### config.mk
export PLATFORM = sky130hd
export DESIGN_NAME = uart_tx_fifo_flat
export DESIGN_NICKNAME = d
export VERILOG_FILES = /design/src/rtl/uart_tx_fifo_if.sv /design/src/rtl/uart_tx_fifo.sv /design/src/flat_wrapper.sv
export SDC_FILE = /design/constraint.sdc
export NUM_CORES = 1
export LEC_CHECK = 0
export CORE_UTILIZATION = 60
export CTS_CLUSTER_DIAMETER = 50
export CTS_CLUSTER_SIZE = 12
export DETAILED_ROUTE_END_ITERATION = 12
export PLACE_DENSITY = 0.79
export SLEW_MARGIN = 30
export SYNTH_ARGS = -nofsm -noshare
export SYNTH_HDL_FRONTEND = slang
export SYNTH_SLANG_ARGS = --single-unit
### constraint.sdc
create_clock -name clk -period 3.9 [get_ports clk]
set_input_delay 0.975 -clock clk [delete_from_list [all_inputs] [get_ports clk]]
set_output_delay 0.975 -clock clk [all_outputs]
set_load 0.05 [all_outputs]
### src/rtl/uart_tx_fifo_if.sv
// uart_tx_fifo_if: signals between memory_map, the transmit FIFO and the uart.
// The "slave" modport is the FIFO. The "master" modport is its environment:
// the memory_map write path and the uart.
// Build option: UART_TX_FIFO_OVERFLOW_EN adds the overflow / overflow_clr pair.
interface uart_tx_fifo_if #(
    parameter int DEPTH = 16
);
    localparam int LEVEL_W = $clog2(DEPTH) + 1;

    // Write side (memory_map)
    logic [7:0]         wr_data;
    logic               wr_req;
    logic               full;
    logic               empty;
    logic [LEVEL_W-1:0] level;

    // Transmit side (uart)
    logic [7:0]         tx_data;
    logic               tx_req;
    logic               tx_busy;

`ifdef UART_TX_FIFO_OVERFLOW_EN
    logic               overflow;
    logic               overflow_clr;

    modport slave (
        input  wr_data, wr_req, tx_busy, overflow_clr,
        output full, empty, level, tx_data, tx_req, overflow
    );

    modport master (
        output wr_data, wr_req, tx_busy, overflow_clr,
        input  full, empty, level, tx_data, tx_req, overflow
    );
`else
    modport slave (
        input  wr_data, wr_req, tx_busy,
        output full, empty, level, tx_data, tx_req
    );

    modport master (
        output wr_data, wr_req, tx_busy,
        input  full, empty, level, tx_data, tx_req
    );
`endif
endinterface

### src/rtl/uart_tx_fifo.sv
// uart_tx_fifo: byte FIFO plus transmit sequencer between memory_map's uart
// write path and the uart transmitter. It absorbs single-cycle byte writes and
// hands bytes to the uart one frame at a time with one-cycle tx_req pulses.
// Build option: UART_TX_FIFO_OVERFLOW_EN adds a sticky overflow flag for
// writes dropped while full. The flag is cleared by overflow_clr.
module uart_tx_fifo #(
    parameter int  DEPTH   = 16,
    localparam int LEVEL_W = $clog2(DEPTH) + 1
) (
    input  logic          clk,
    input  logic          reset,
    uart_tx_fifo_if.slave bus
);
    localparam int PTR_W = $clog2(DEPTH);

    typedef enum logic [1:0] {
        IDLE      = 2'd0,
        WAIT_BUSY = 2'd1,
        WAIT_DONE = 2'd2
    } state_t;

    state_t             state;
    logic [7:0]         mem [DEPTH];
    logic [PTR_W-1:0]   wptr;
    logic [PTR_W-1:0]   rptr;
    logic [LEVEL_W-1:0] level_q;
    logic [LEVEL_W-1:0] level_next;
    logic               full_q;
    logic               empty_q;
    logic [7:0]         tx_data_q;
    logic               tx_req_q;
    logic [1:0]         wait_cnt;
    logic               wr_accept;
    logic               pop;

    // A write is judged against the registered full flag. A pop in the same
    // cycle frees a slot only on the following cycle.
    assign wr_accept = bus.wr_req && !full_q;
    assign pop       = (state == IDLE) && !empty_q && !bus.tx_busy;

    // Next fill count: a write and a pop in the same cycle cancel out.
    always_comb begin
        // NOTE: default first so every path assigns level_next and no latch is inferred.
        level_next = level_q;
        unique case ({wr_accept, pop})
            2'b10:   level_next = level_q + LEVEL_W'(1);
            2'b01:   level_next = level_q - LEVEL_W'(1);
            default: level_next = level_q;
        endcase
    end

    // Byte storage. Only accepted writes land here.
    always_ff @(posedge clk) begin
        // NOTE: the array has no reset. Zeroed pointers and level make stale bytes unreachable.
        if (wr_accept) begin
            mem[wptr] <= bus.wr_data;
        end
    end

    // Write pointer advances once per accepted byte and wraps modulo DEPTH.
    always_ff @(posedge clk) begin
        // NOTE: non-blocking assignments keep every register sampling pre-edge values.
        if (reset) begin
            wptr <= '0;
        end else if (wr_accept) begin
            wptr <= wptr + PTR_W'(1);
        end
    end

    // Registered fill status. All three flags update together, one cycle after the cause.
    always_ff @(posedge clk) begin
        if (reset) begin
            level_q <= '0;
            full_q  <= 1'b0;
            empty_q <= 1'b1;
        end else begin
            level_q <= level_next;
            full_q  <= (level_next == LEVEL_W'(DEPTH));
            empty_q <= (level_next == '0);
        end
    end

    // Transmit sequencer. It pops one byte per uart frame and gives up waiting
    // for tx_busy after four quiet cycles.
    always_ff @(posedge clk) begin
        if (reset) begin
            state     <= IDLE;
            tx_req_q  <= 1'b0;
            tx_data_q <= 8'h00;
            rptr      <= '0;
            wait_cnt  <= '0;
        end else begin
            tx_req_q <= 1'b0;
            unique case (state)
                IDLE: begin
                    if (pop) begin
                        tx_data_q <= mem[rptr];
                        rptr      <= rptr + PTR_W'(1);
                        tx_req_q  <= 1'b1;
                        wait_cnt  <= '0;
                        state     <= WAIT_BUSY;
                    end
                end
                WAIT_BUSY: begin
                    if (bus.tx_busy) begin
                        state <= WAIT_DONE;
                    end else if (wait_cnt == 2'd3) begin
                        // The uart ignored the request. The byte is treated as sent.
                        state <= IDLE;
                    end else begin
                        wait_cnt <= wait_cnt + 2'd1;
                    end
                end
                WAIT_DONE: begin
                    if (!bus.tx_busy) begin
                        state <= IDLE;
                    end
                end
                default: state <= IDLE;
            endcase
        end
    end

`ifdef UART_TX_FIFO_OVERFLOW_EN
    logic overflow_q;

    // Sticky drop flag. Setting it wins over a clear in the same cycle.
    always_ff @(posedge clk) begin
        if (reset) begin
            overflow_q <= 1'b0;
        end else if (bus.wr_req && full_q) begin
            overflow_q <= 1'b1;
        end else if (bus.overflow_clr) begin
            overflow_q <= 1'b0;
        end
    end

    assign bus.overflow = overflow_q;
`endif

    assign bus.level   = level_q;
    assign bus.full    = full_q;
    assign bus.empty   = empty_q;
    assign bus.tx_data = tx_data_q;
    assign bus.tx_req  = tx_req_q;

endmodule
### src/flat_wrapper.sv
// flat-port wrapper written by rule: the top's interface ports become plain ports
module uart_tx_fifo_flat 
#(
    parameter int  DEPTH   = 16,
    localparam int LEVEL_W = $clog2(DEPTH) + 1
)
  (clk, reset, bus_wr_data, bus_wr_req, bus_tx_busy, bus_full, bus_empty, bus_level, bus_tx_data, bus_tx_req);
  uart_tx_fifo_if #(.DEPTH(DEPTH)) bus_i ();
  input  logic clk;
  input  logic reset;
  input wire logic [$bits(bus_i.wr_data)-1:0] bus_wr_data;
  input wire logic [$bits(bus_i.wr_req)-1:0] bus_wr_req;
  input wire logic [$bits(bus_i.tx_busy)-1:0] bus_tx_busy;
  output wire logic [$bits(bus_i.full)-1:0] bus_full;
  output wire logic [$bits(bus_i.empty)-1:0] bus_empty;
  output wire logic [$bits(bus_i.level)-1:0] bus_level;
  output wire logic [$bits(bus_i.tx_data)-1:0] bus_tx_data;
  output wire logic [$bits(bus_i.tx_req)-1:0] bus_tx_req;
  assign bus_i.wr_data = bus_wr_data;
  assign bus_i.wr_req = bus_wr_req;
  assign bus_i.tx_busy = bus_tx_busy;
  assign bus_full = bus_i.full;
  assign bus_empty = bus_i.empty;
  assign bus_level = bus_i.level;
  assign bus_tx_data = bus_i.tx_data;
  assign bus_tx_req = bus_i.tx_req;
  uart_tx_fifo #(.DEPTH(DEPTH)) u_core (.clk(clk), .reset(reset), .bus(bus_i));
endmodule
==> metrics.csv, run 1 <==
metric,value,unit
global-route wire length before repair,19700,um
Post-Syn Instances,353,
via count,3413,
Core Box Area,10300,um2
final setup vio count,0,
hold crit path type,flop to flop,
Post-synth EDFFs,128,
Pleak,2.50,nW
Slowest cell on crit path,clkdlybuf4s50_1,
worst-path cell chain,clkdlybuf4s50_1 -> nor2b_1 -> inv_1 -> ha_1 -> xor2_1 -> ha_1 -> mux2_2 -> o21ai_0 -> nand3_1 -> xor2_1 -> and4bb_2,
Worst Path Required,4.32,ns
Final period util,79.0,%
Post-Syn Area per Cell,18.0,um2
Max-slew headroom,48.6,%
CP Class,input port to flop,
RSZ-0062 raised after global routing,no,
GRT overflow,0,
post_cts resized,0,
# IOs,28,
highest clock rate,0.325,GHz
H-tree depth,4,
maximum capacitance violations,0,
Worst VDD drop,0.000337,V
"delay-heaviest family, CP",simple AND/OR/NAND/NOR gates,
gpl congestion,0.750,
Power Density,542,nW/um2
post-synthesis async set-or-reset flop share,0,%
Root Buffer,clkbuf_8,
worst-margin pin slew,0.768,ns
clock net sink count,156,
CTS Buffer Depth,2,
Ys Warns,0,
Vias per Instance,6.18,
die span in y,105,um
vias in the first global route,3423,
CP endpoint kind,flop,
initial DRC count,319,
Synth Flop Type,edfxtp_1,
Pre-antenna DRT Iters,4,
post-DP HPWL,7470,um
final instance area,7380,um2
most frequent cells in the layout,"edfxtp_1 (128), nor2_1 (30), mux4_1 (27), clkdlybuf4s50_1 (27), dfxtp_1 (27)",
Antenna Cells,0,
Yosys reg bits,156,
Nets,424,
"Net Count, Synth",374,
TritonCTS Buffers,17,
Mapped Area,6350,um2
clock skew,0.0113,ns
die width,105,um
layout cell share with drive strength beyond 1,16.8,%
placed cell area,6810,um2
drt total wl,12700,um
post-route ant nets,0,
Fin. Hold Viols,0,
DRC viols,0,
worst hold slack,0.483,ns
outcome,finished clean,
Skew-Pair Late Insertion Delay,0.53,ns
library cells used by synthesis,47,
die area,11000,um2
WL per Instance,22.9,um
# rows,37,
register area share after synthesis,69.3,%
setup tns final,0,ns
quantity of I/O buffers inserted on ports,27,
initial core utilization,61.8,%
All-Layer GR Usage,25.7,%
Slew Limit Fails,0,
Worst-path clk slew,0.06,ns
Tmin final,3.08,ns
worst path bufs/invs,2,
startpoint types,input port,
Post-CTS Setup Bufs,0,
hold_buf cts,0,
Crit Path Max Fanout,7,
largest net degree at the start of global routing,23,
TritonCTS clock tree,built,
"commonest non-fill, non-tap cell in the layout",edfxtp_1,
initial antenna violation count,0,
Layout area overhead,16.2,%
Critical Path AT,3.50,ns
Max stage delay on crit path,0.45,ns
-- power by group --
part | total (mW) | leakage, nW | internal [mW] | switching, mW
Sequential | 1.92 | 1.38 | 1.86 | 0.0650
Combinational | 0.504 | 0.838 | 0.226 | 0.278
Clock | 1.58 | 0.277 | 0.920 | 0.659
-- worst min-delay path: stages, from the launching register on --
cell and delay, ns:
dfxtp_1 0.32, nand2_1 0.05, a21oi_1 0.06
-- through the flow --
stage | std cells | total power [mW] | utilization (%) | setup slack, ns
after floorplan | 353 | 2.32 | - | 0.675
after global placement | 520 | 2.44 | 66.2 | 0.438
after detailed placement | 520 | 2.45 | 66.2 | 0.318
after CTS | 552 | 4.04 | 71.8 | 0.863
after global routing | 552 | 4.15 | 71.8 | 0.633
final | 552 | 4.00 | 71.8 | 0.820
-- cells by family after synthesis --
| family | count (synthesis) | synth area share (%) |
|---|---|---|
| flops | 156 | 69.3 |
| simple gates | 76 | 6.22 |
| compound gates | 39 | 4.55 |
| mux | 37 | 13.7 |
| buf+inv | 25 | 2.86 |
| xor+xnor | 11 | 1.52 |
| fa+ha+maj | 9 | 1.77 |
-- layer usage --
layer | vias to the layer above | share of wire [%] | track usage, %
li1 | 1522 | - | -
met3 | 21 | 7.6 | 7.67
met2 | 149 | 48 | 39.2
met5 | - | 0 | 0
met1 | 1721 | 42 | 35.3
met4 | 0 | 2.2 | 9.96
-- synthesized netlist by cell type (all sizes together) (2+ instances only) --
| library cell | number | area share, % |
|---|---|---|
| nand4 | 2 | 0.20 |
| clkbuf | 5 | 0.35 |
| or2b | 2 | 0.28 |
| edfxtp | 128 | 61 |
| nand2 | 12 | 0.71 |
| nor2b | 3 | 0.30 |
| a221oi | 8 | 1.2 |
| o22ai | 9 | 0.89 |
| mux4 | 32 | 13 |
| xor2 | 6 | 0.83 |
| nor3 | 5 | 0.39 |
| dfxtp | 28 | 8.8 |
| mux2i | 4 | 0.63 |
| inv | 6 | 0.35 |
| a21oi | 7 | 0.55 |
| nand2b | 10 | 0.98 |
| and2b | 2 | 0.24 |
| a22o | 8 | 1.1 |
| buf | 12 | 1.8 |
| ha | 9 | 1.8 |
| xnor2 | 5 | 0.69 |
| clkdlybuf4s25 | 2 | 0.32 |
| nor2 | 30 | 1.8 |
| o21ai | 2 | 0.16 |
-- layout make-up --
cell class,count,area (um2)
Sequential cell,156,4410
Fill cell,627,2890
Multi-Input combinational cell,172,1770
Timing Repair Buffer,50,443
Clock buffer,17,414
Tap cell,136,170
Clock inverter,15,161
Inverter,6,22.5
-- flip-flops by register name (all words and copies together), names as in the netlist --
register and cells:
u_core.mem 128, u_core.bus.full 1, u_core.bus.empty 1, u_core.state 2, u_core.bus.tx_data 8, u_core.bus.level 5
u_core.bus.tx_req 1, u_core.rptr 4, u_core.wait_cnt 2, u_core.wptr 4
-- path summary, 6_finish.rpt --
| check | start | to | slack [ns] | cells after the start |
|---|---|---|---|---|
| setup / recovery | bus_wr_req | u_core.bus.full | 0.82 | 11 |
| hold / removal | u_core.wait_cnt[0] | u_core.wait_cnt[0] | 0.48 | 2 |
| setup reg to reg | u_core.state[1] | u_core.bus.full | 1.27 | 9 |
| hold reg to reg | u_core.wait_cnt[0] | u_core.wait_cnt[0] | 0.48 | 2 |
Note: power is estimated with default switching activity, not from simulation.
==> inputs of run 2 (changes only) <==
- CORE_UTILIZATION: 60 -> 54
- PLACE_DENSITY: 0.79 -> 0.75
- clock period: 3.9 -> 2.6 ns (I/O delays scaled with it)
==> metrics.csv, run 2 (synthesized netlist as in run 1, its figures left out) <==
metric,value,unit,change
Max-slew headroom,51.4,%,was 48.6%
R2R depth,10,,was 9
initial core utilization,55.6,%,was 61.8%
die span in y,110,um,was 105 um
Worst Path Required,2.98,ns,was 4.32 ns
gpl congestion,0.835,,was 0.750
die width,110,um,was 105 um
total power,6.00,mW,was 4.00 mW
via count,3365,,was 3413
Vias per Instance,5.89,,was 6.18
DRT met1 WL,5260,um,was 5300 um
drt total wl,12200,um,was 12700 um
hold path cells,2,,unchanged
Nets,436,,was 424
Placed Cells,537,,was 520
Worst VDD drop,0.000532,V,was 0.000337 V
Biggest register,u_core.mem,,unchanged
startpoint types,input port,,unchanged
Worst-path clk slew,0.06,ns,about the same
Tmin final,2.55,ns,
top sig layer,met4,,unchanged
CP Class,input port to flop,,unchanged
reg-to-reg critical path startpoint,u_core.state[1],,unchanged
FF-to-FF setup slack,0.19,ns,was 1.27 ns
die area,12200,um2,was 11000 um2
Slew Limit Fails,0,,unchanged
"commonest non-fill, non-tap cell in the layout",edfxtp_1,,unchanged
hold crit path type,flop to flop,,unchanged
vias in the first global route,3384,,was 3423
WL per Instance,21.3,um,was 22.9 um
initial antenna violation count,0,,unchanged
Power Density,798,nW/um2,was 542 nW/um2
Pleak,2.57,nW,was 2.50 nW
clock skew,0.0108,ns,was 0.0113 ns
Root Buffer,clkbuf_16,,was clkbuf_8
post-DP HPWL,7510,um,was 7470 um
GRT overflow,0,,unchanged
wire length on met2,6000,um,was 6130 um
# IOs,28,,unchanged
global-route wire length before repair,19000,um,was 19700 um
largest net degree at the start of global routing,20,,was 23
Post-Layout Cell Count,571,,was 552
reg2reg end,u_core.bus.full,,unchanged
Skew-Pair Late Insertion Delay,0.43,ns,was 0.53 ns
Max stage delay on crit path,0.46,ns,was 0.45 ns
worst-margin pin slew,0.727,ns,was 0.768 ns
final setup vio count,0,,unchanged
hold wc startpoint,u_core.wait_cnt[0],,unchanged
Final period util,98.1,%,
maximum capacitance violations,0,,unchanged
setup tns final,0,ns,unchanged
Antenna Cells,0,,unchanged
Crit Path Max Fanout,2,,was 7
most frequent cells in the layout,"edfxtp_1 (128), buf_4 (34), nor2_1 (29)",,"was edfxtp_1 (128), nor2_1 (30), mux4_1 (27), clkdlybuf4s50_1 (27), dfxtp_1 (27)"
CTS Buffer Depth,2,,unchanged
outcome,finished clean,,unchanged
met3 WL post-DR,624,um,was 959 um
initial DRC count,324,,was 319
CP endpoint kind,flop,,unchanged
highest clock rate,0.392,GHz,
TritonCTS clock tree,built,,unchanged
max FFs per register,128,,unchanged
Slowest cell on crit path,clkdlybuf4s50_1,,unchanged
DRC viols,0,,unchanged
Critical Path AT,2.93,ns,was 3.50 ns
Layout area overhead,18.4,%,was 16.2%
layout cell share with drive strength beyond 1,21.5,%,was 16.8%
All-Layer GR Usage,21.2,%,was 25.7%
clock net sink count,156,,unchanged
hold_buf cts,0,,unchanged
# rows,39,,was 37
Layout fillers,778,,was 627
H-tree depth,4,,unchanged
Fin. Hold Viols,0,,unchanged
worst-path cell chain,clkdlybuf4s50_1 -> nor2b_4 -> inv_2 -> ha_4 -> xor2_1 -> ha_2 -> buf_4 -> a21oi_2 -> xnor2_1 -> nor2_2 -> mux2i_2 -> and4bb_2,,was clkdlybuf4s50_1 -> nor2b_1 -> inv_1 -> ha_1 -> xor2_1 -> ha_1 -> mux2_2 -> o21ai_0 -> nand3_1 -> xor2_1 -> and4bb_2
post-route ant nets,0,,unchanged
quantity of I/O buffers inserted on ports,27,,unchanged
Pre-antenna DRT Iters,5,,was 4
WHS Endpoint,u_core.wait_cnt[0],,unchanged
Core Box Area,11400,um2,was 10300 um2
TritonCTS Buffers,17,,unchanged
==> run 2: worst max-delay path: cells and delay by family <==
kind / cells / cell delay, ns
AOI/OAI and AO/OA: 1 / 0.14
xor gates and xnor gates: 2 / 0.27
adders and majority gates: 2 / 0.36
buffers and inverters: 3 / 0.66
muxes: 1 / 0.26
and+or+nand+nor: 3 / 0.58
==> run 2: final cells by class <==
cell class / instances / area [um2] / share of cell area (%)
timing repair buffer: 62 / 539 / 7.17
sequential: 156 / 4410 / 58.6
clock inverter: 14 / 114 / 1.51
tap: 143 / 179 / 2.38
inverter: 6 / 22.5 / 0.299
clock buffer: 18 / 429 / 5.71
multi-input combinational: 172 / 1830 / 24.4
==> run 2: how the worst max path moves through the flow <==
stage	start	end	slack, ns	cells past startpoint
finish	bus_wr_req	u_core.bus.full	0.05	12
global route	bus_wr_req	u_core.bus.full	-0.03	12
global placement	bus_tx_busy	u_core.bus.full	-0.53	9
floorplan	bus_tx_busy	u_core.bus.full	-0.14	10
detailed placement	bus_tx_busy	u_core.bus.full	-0.65	9
CTS	bus_tx_busy	u_core.bus.full	0.03	10
==> run 2: timing repair <==
item	CTS	global route
buffers inserted	0	2
endpoints found under the setup margin	3	3
resized for setup	3	9
endpoints found under the hold margin	0	0
pin swaps	1	3
==> run 2: metrics by stage <==
step | area [um2] | hold slack [ns] | utilization, % | worst slack [ns]
floorplan | 6380 | 0.449 | - | -0.142
global placement | 6920 | 0.463 | 60.6 | -0.527
detailed placement | 6920 | 0.486 | 60.6 | -0.651
CTS | 7480 | 0.495 | 65.5 | 0.0259
global route | 7520 | 0.515 | 65.9 | -0.0292
finish | 7520 | 0.491 | 65.9 | 0.0488
==> run 2: per-layer routing <==
layer  vias to the layer above  global-route usage (%)
met5                         -                       0
met1                      1688                    28.7
met3                        21                    4.88
met2                       115                    33.3
met4                         0                    9.24
li1                       1541                       -
==> run 2: where the power goes <==
| part | internal (mW) | leakage, nW | switching, mW |
|---|---|---|---|
| logic | 0.403 | 0.915 | 0.461 |
| registers | 2.78 | 1.38 | 0.0892 |
| clock network | 1.24 | 0.265 | 1.02 |
==> inputs of run 3 (changes only) <==
- CORE_UTILIZATION: 54 -> 46
- PLACE_DENSITY: 0.75 -> 0.66
==> metrics.csv, run 3 (synthesized netlist as in run 1, its figures left out) <==
metric,value,unit,change
total power,5.96,mW,was 6.00 mW
global-route wire length before repair,18400,um,was 19000 um
most frequent cells in the layout,"edfxtp_1 (128), buf_4 (30), nor2_1 (29)",,"was edfxtp_1 (128), buf_4 (34), nor2_1 (29)"
maximum capacitance violations,0,,unchanged
Core Box Area,13300,um2,was 11400 um2
Critical Path AT,2.86,ns,was 2.93 ns
H-tree depth,4,,unchanged
post-route ant nets,0,,unchanged
Max-slew headroom,48.8,%,was 51.4%
initial core utilization,47.6,%,was 55.6%
clock net sink count,156,,unchanged
gpl congestion,0.746,,was 0.835
TritonCTS clock tree,built,,unchanged
WL per Instance,20.0,um,was 21.3 um
final instance area,7550,um2,was 7520 um2
CTS Buffer Depth,2,,unchanged
final setup vio count,0,,unchanged
Root Buffer,clkbuf_16,,unchanged
Crit Path Max Fanout,3,,was 2
hold path cells,2,,unchanged
# IOs,28,,unchanged
drt total wl,12000,um,was 12200 um
Skew-Pair Late Insertion Delay,0.42,ns,was 0.43 ns
setup tns final,0,ns,unchanged
initial antenna violation count,0,,unchanged
quantity of I/O buffers inserted on ports,27,,unchanged
Final period util,98.0,%,was 98.1%
Slew Limit Fails,0,,unchanged
CP Class,input port to flop,,unchanged
worst-margin pin slew,0.765,ns,was 0.727 ns
Worst VDD drop,0.000509,V,was 0.000532 V
GRT overflow,0,,unchanged
largest net degree at the start of global routing,36,,was 20
Fin. Hold Viols,0,,unchanged
Worst Path Required,2.91,ns,was 2.98 ns
DRC viols,0,,unchanged
Vias per Instance,5.57,,was 5.89
FF-to-FF setup slack,0.26,ns,was 0.19 ns
hold_buf cts,0,,unchanged
highest clock rate,0.393,GHz,was 0.392 GHz
R2R depth,9,,was 10
# rows,42,,was 39
post-DP HPWL,7410,um,was 7510 um
placed cell area,6970,um2,was 6920 um2
Power Density,788,nW/um2,was 798 nW/um2
outcome,finished clean,,unchanged
vias in the first global route,3376,,was 3384
initial DRC count,237,,was 324
Pre-antenna DRT Iters,4,,was 5
die span in y,120,um,was 110 um
max FFs per register,128,,unchanged
Pleak,2.53,nW,was 2.57 nW
hold crit path type,flop to flop,,unchanged
Biggest register,u_core.mem,,unchanged
"commonest non-fill, non-tap cell in the layout",edfxtp_1,,unchanged
die width,120,um,was 110 um
Nets,433,,was 436
CP endpoint kind,flop,,unchanged
startpoint types,input port,,unchanged
via count,3345,,was 3365
TritonCTS Buffers,17,,unchanged
clock skew,0.00852,ns,was 0.0108 ns
Worst-path clk slew,0.06,ns,about the same
die area,14300,um2,was 12200 um2
Antenna Cells,0,,unchanged
Layout area overhead,18.9,%,was 18.4%
Tmin final,2.55,ns,about the same
layout cell share with drive strength beyond 1,20.2,%,was 21.5%
All-Layer GR Usage,17.9,%,was 21.2%
-- run 3: layout make-up --
cell class	instances	area, um2
inverters	6	22.5
clock inverters	14	111
flip-flops and latches	156	4410
repair buffers	59	534
well taps	176	220
clock buffers	18	429
multi-input cells	172	1830
fillers	1046	5790
-- run 3: timing repair --
action / CTS / global route
setup buffers: 1 / 0
gates resized for setup: 4 / 6
hold endpoints to repair: 0 / 0
endpoints found under the setup margin: 3 / 3
pin swaps: 3 / 1
-- run 3: routing by layer --
metal  global-route usage, %  up-vias  wire (um)
met5                       0        -          0
met1                    23.7     1710       5330
li1                        -     1536          -
met4                    7.58        0        141
met2                    29.0       86       5950
met3                    3.61       13        605
-- run 3: path summary, 6_finish.rpt --
path / from / to
setup / recovery: bus_wr_req / u_core.bus.full
hold / removal: u_core.wait_cnt[0] / u_core.wait_cnt[0]
setup reg to reg: u_core.state[1] / u_core.bus.full
hold reg to reg: u_core.wait_cnt[0] / u_core.wait_cnt[0]
-- run 3: per-stage QoR --
stage	hold WS, ns	setup slack, ns	std cells	util [%]
after detailed placement	0.480	-0.576	568	52.2
after global routing	0.521	-0.0298	601	56.6
after global placement	0.458	-0.514	568	52.2
final	0.490	0.0526	601	56.6
after floorplan	0.449	-0.142	353	-
after CTS	0.491	0.0148	601	56.4
-- run 3: worst max-delay path, cell delays in order --
cell             delay (ns)
clkdlybuf4s50_1        0.46
nor2b_4                0.15
inv_2                  0.06
ha_4                   0.16
xor2_2                 0.17
ha_2                   0.20
buf_4                  0.14
a21oi_2                0.16
o221ai_1               0.13
nand3_1                0.14
xor2_2                 0.18
and4bb_2               0.24
-- run 3: power breakdown --
group	internal [mW]	switching (mW)
Clock	1.24	1.00
Combinational	0.395	0.467
Sequential	2.78	0.0710
